==> src/rtl/control_unit_if.sv <==
// control_unit_if -- opcode-in / control-out bundle of the main decoder.
//   instruction : opcode field instr[6:0] of the current instruction
//   Branch      : conditional-branch instruction
//   MemRead     : data-memory read enable
//   MemtoReg    : write-back source (1 = memory data, 0 = ALU result)
//   ALUSrc      : ALU operand B source (1 = immediate, 0 = rs2)
//   MemWrite    : data-memory write enable
//   RegWrite    : register-file write enable
//   ALUOp       : ALU-control class (00 add, 01 sub/compare, 10 funct-decoded)
//   illegal_op  : sticky flag, set once an unsupported opcode was sampled
// master drives the opcode and observes the controls; slave is the decoder.
interface control_unit_if;
    logic [6:0] instruction;
    logic       Branch;
    logic       MemRead;
    logic       MemtoReg;
    logic       ALUSrc;
    logic       MemWrite;
    logic       RegWrite;
    logic [1:0] ALUOp;
    logic       illegal_op;

    modport master (
        output instruction,
        input  Branch, MemRead, MemtoReg, ALUSrc, MemWrite, RegWrite, ALUOp,
        input  illegal_op
    );

    modport slave (
        input  instruction,
        output Branch, MemRead, MemtoReg, ALUSrc, MemWrite, RegWrite, ALUOp,
        output illegal_op
    );
endinterface

==> src/rtl/control_unit.sv <==
// control_unit -- main instruction decoder for a single-cycle RV32-style core.
//   clk   : rising-edge clock (only used by the illegal_op flag)
//   reset : synchronous, active-high; clears illegal_op only
//   bus   : control_unit_if.slave -- opcode in, decoded controls and the
//           sticky illegal_op flag out
// Control outputs are purely combinational from the opcode; any opcode
// outside the four supported ones decodes to all zeros.
module control_unit (
    input  logic          clk,
    input  logic          reset,
    control_unit_if.slave bus
);

    typedef enum logic [6:0] {
        OP_RTYPE  = 7'b0110011,
        OP_LOAD   = 7'b0000011,
        OP_STORE  = 7'b0100011,
        OP_BRANCH = 7'b1100011
    } opcode_e;

    logic legal;

    // Don't-care positions are tied to 0 through the defaults so nothing
    // ever leaves the block as X for a known opcode.
    always_comb begin
        bus.ALUSrc   = 1'b0;
        bus.MemtoReg = 1'b0;
        bus.RegWrite = 1'b0;
        bus.MemRead  = 1'b0;
        bus.MemWrite = 1'b0;
        bus.Branch   = 1'b0;
        bus.ALUOp    = 2'b00;
        legal        = 1'b1;
        case (bus.instruction)
            OP_RTYPE: begin
                bus.RegWrite = 1'b1;
                bus.ALUOp    = 2'b10;
            end
            OP_LOAD: begin
                bus.ALUSrc   = 1'b1;
                bus.MemtoReg = 1'b1;
                bus.RegWrite = 1'b1;
                bus.MemRead  = 1'b1;
            end
            OP_STORE: begin
                bus.ALUSrc   = 1'b1;
                bus.MemWrite = 1'b1;
            end
            OP_BRANCH: begin
                bus.Branch   = 1'b1;
                bus.ALUOp    = 2'b01;
            end
            default: legal = 1'b0;
        endcase
    end

    // Sticky until reset; reset wins over an illegal opcode on the same edge.
    always_ff @(posedge clk) begin
        if (reset) begin
            bus.illegal_op <= 1'b0;
        end else if (!legal) begin
            bus.illegal_op <= 1'b1;
        end
    end

endmodule

==> src/flat_wrapper.sv <==
// flat-port wrapper written by rule: the top's interface ports become plain ports
module control_unit_flat 
  (clk, reset, bus_instruction, bus_Branch, bus_MemRead, bus_MemtoReg, bus_ALUSrc, bus_MemWrite, bus_RegWrite, bus_ALUOp, bus_illegal_op);
  control_unit_if bus_i ();
  input  logic clk;
  input  logic reset;
  input wire logic [$bits(bus_i.instruction)-1:0] bus_instruction;
  output wire logic [$bits(bus_i.Branch)-1:0] bus_Branch;
  output wire logic [$bits(bus_i.MemRead)-1:0] bus_MemRead;
  output wire logic [$bits(bus_i.MemtoReg)-1:0] bus_MemtoReg;
  output wire logic [$bits(bus_i.ALUSrc)-1:0] bus_ALUSrc;
  output wire logic [$bits(bus_i.MemWrite)-1:0] bus_MemWrite;
  output wire logic [$bits(bus_i.RegWrite)-1:0] bus_RegWrite;
  output wire logic [$bits(bus_i.ALUOp)-1:0] bus_ALUOp;
  output wire logic [$bits(bus_i.illegal_op)-1:0] bus_illegal_op;
  assign bus_i.instruction = bus_instruction;
  assign bus_Branch = bus_i.Branch;
  assign bus_MemRead = bus_i.MemRead;
  assign bus_MemtoReg = bus_i.MemtoReg;
  assign bus_ALUSrc = bus_i.ALUSrc;
  assign bus_MemWrite = bus_i.MemWrite;
  assign bus_RegWrite = bus_i.RegWrite;
  assign bus_ALUOp = bus_i.ALUOp;
  assign bus_illegal_op = bus_i.illegal_op;
  control_unit u_core (.clk(clk), .reset(reset), .bus(bus_i));
endmodule
==> config.mk <==
export PLATFORM = sky130hd
export DESIGN_NAME = control_unit_flat
export DESIGN_NICKNAME = d
export VERILOG_FILES = /design/src/rtl/control_unit_if.sv /design/src/rtl/control_unit.sv /design/src/flat_wrapper.sv
export SDC_FILE = /design/constraint.sdc
export NUM_CORES = 1
export LEC_CHECK = 0
export CAP_MARGIN = 30
export CORE_AREA = 3 3 40 42
export CTS_CLUSTER_SIZE = 10
export DETAILED_ROUTE_END_ITERATION = 10
export DIE_AREA = 0 0 43 45
export GPL_ROUTABILITY_DRIVEN = 0
export MAX_ROUTING_LAYER = met4
export SLEW_MARGIN = 25
export SYNTH_ARGS = -nofsm -noshare
export SYNTH_HDL_FRONTEND = slang
export SYNTH_SLANG_ARGS = --single-unit
==> constraint.sdc <==
create_clock -name clk -period 3.3 [get_ports clk]
set_clock_uncertainty 0.2 [all_clocks]
set_input_delay 0.66 -clock clk [delete_from_list [all_inputs] [get_ports clk]]
set_output_delay 0.66 -clock clk [all_outputs]
set_load 0.1 [all_outputs]
==> impl_metrics.json <==
{
  "cts_hold_buf": 0,
  "antenna_found_initial": 0,
  "post_drt_wl_per_cell_um": 8.20,
  "yosysTopAreaCell": "dfxtp_1",
  "slew_violations": 0,
  "hold_path_class": "reg -> reg",
  "via_count": 186,
  "globalRouteMet2Util": 0.0659,
  "syn_inst": 20,
  "vdd_ir_drop_max_v": 0.0000300,
  "fin_util": 0.325,
  "finalWorstSetupSlack_ns": 0.439,
  "yosysTopAreaCellShare": 0.136,
  "synthesis.area_um2": 148,
  "nets": 46,
  "port_buffers": 17,
  "grt_pass1_vias": 144,
  "grt-ovfl-total": 0,
  "grtUsageTotal": 0.0428,
  "setup_viol": 0,
  "grt_max_degree": 8,
  "leakage_uw": 0.000154,
  "worstPathArrival_ns": 2.00,
  "fin_cells": 50,
  "status": "finished clean",
  "clk_latency_ns": 0,
  "n_antenna_cell": 0,
  "synthTopCellsByArea": "dfxtp_1, nor3_1, buf_4, buf_6, maj3_2",
  "dieArea_mm2": 0.00194,
  "io_pins": 18,
  "p_total_uw": 48.2,
  "required_ns": 2.44,
  "clkTransAtPathRegs_ns": 0,
  "most-common-layout-cells": "clkdlybuf4s50_1, buf_12, nor3_1, nand2_1, buf_4",
  "register_area_um2": 20.0,
  "syn_avg_cell_area_um2": 7.38,
  "synth_cell_types": 15,
  "fin_area_um2": 418,
  "tightest_slew_ns": 0.365,
  "drc": 0,
  "area_growth_pct": 183,
  "startpoint_type": "input pin",
  "slowest_delay_ns": 0.59,
  "use_met3": 0.00398,
  "fmax_ghz": 0.350,
  "cp-end-kind": "primary output",
  "start_util": 0.115,
  "post_cts_buffers": 0,
  "die_h_um": 45,
  "detail_route.first_pass.iterations": 2,
  "via_per_inst": 3.72,
  "place_area_um2": 418,
  "crit_chain": "clkdlybuf4s50_1 -> xor2_1 -> nor3_1 -> buf_12",
  "top_usage_layer": "met2",
  "reg.largest.list": "u_core.bus.illegal_op: 1 flops",
  "drt-total-wl_um": 410,
  "yosysWarnings": 0,
  "rows": 13,
  "regMostFlops": "u_core.bus.illegal_op",
  "rsz0062_at_grt": "no",
  "max-cap-violations": 0,
  "dp_slack_ns": 0.409,
  "dp_hpwl_um": 380,
  "powerDensity_mw_per_mm2": 115,
  "synth.net_count": 29,
  "grt_pass1_wl_um": 662,
  "crit_slowest_cell": "clkdlybuf4s50_1",
  "cp_max_fo": 7,
  "path_class": "in -> out",
  "drt_iter0_drc": 1,
  "relSlewSlack": 0.755,
  "ys_seq_elements": 1,
  "drive_above_1_share": 0.457,
  "fill_cells": 134,
  "ys_seq_area_frac": 0.136,
  "timing.final.crit_period_ns": 2.86,
  "cts_resized": 0,
  "dp_cells": 50,
  "grt_util_met1": 0.0646,
  "hold_viol_final": 0,
  "largest_reg_flops": 1,
  "core_region_area_mm2": 0.00128,
  "fin_crit_sh": 0.867,
  "multi_input_area_um2": 116,
  "ant_nets": 0,
  "die-width_um": 43
}
[stage by stage]
step                      hold WS [ns]  setup TNS [ns]
after floorplan                  0.522           -2.48
after global placement           0.313               0
after detailed placement         0.323               0
after CTS                        0.323               0
after global routing             0.340               0
final                            0.312               0
[cell families (layout without fill, tap and decap cells)]
logic type | Yosys count | count (layout) | synth area share
flops | 1 | 1 | 0.136
xor+xnor | 1 | 1 | 0.0593
fa+ha+maj | 1 | 1 | 0.0763
compound gates | 1 | 1 | 0.0593
buf+inv | 5 | 20 | 0.229
simple gates | 11 | 11 | 0.441
[area by class of cell]
| class | count | area share |
|---|---|---|
| Tap cell | 15 | 0.0449 |
| Timing Repair Buffer | 18 | 0.611 |
| Multi-Input combinational cell | 14 | 0.278 |
| Sequential cell | 1 | 0.0479 |
| Inverter | 2 | 0.0180 |
[layer usage]
metal / up-vias / share of wire
li1: 98 / -
met1: 77 / 0.38
met2: 11 / 0.51
met3: 0 / 0.10
met4: 0 / 0
met5: - / 0
[critical path, delay by kind of cell]
kind          cells  cell delay [ns]
simple gates      1             0.31
xor+xnor          1             0.22
buf+inv           2             0.82
[report_power, final]
part,switching [uW],internal [uW],total (uW)
logic,19.6,15.2,34.8
clock network,0,0,0
registers,0.335,13.1,13.4
total,19.9,28.3,48.2
[worst paths after layout]
kind         slack [ns]                          startpoint                                  to  depth (start not counted)
max                0.44                  bus_instruction[4]                        bus_RegWrite                          4
min reg2reg        0.31  u_core.bus.illegal_op$_SDFFE_PP0N_  u_core.bus.illegal_op$_SDFFE_PP0N_                          2
min                0.31  u_core.bus.illegal_op$_SDFFE_PP0N_  u_core.bus.illegal_op$_SDFFE_PP0N_                          2
max reg2reg        2.51  u_core.bus.illegal_op$_SDFFE_PP0N_  u_core.bus.illegal_op$_SDFFE_PP0N_                          2
[synthesized netlist by cell type]
cell,n
nor3_1,4
buf_4,2
nand2_1,2
a21oi_2,1
and2_1,1
buf_6,1
dfxtp_1,1
inv_1,1
inv_2,1
maj3_2,1
nand4bb_1,1
nor2_1,1
nor3_2,1
nor4_1,1
xor2_1,1
No activity file was read; power rests on OpenSTA's default activity.
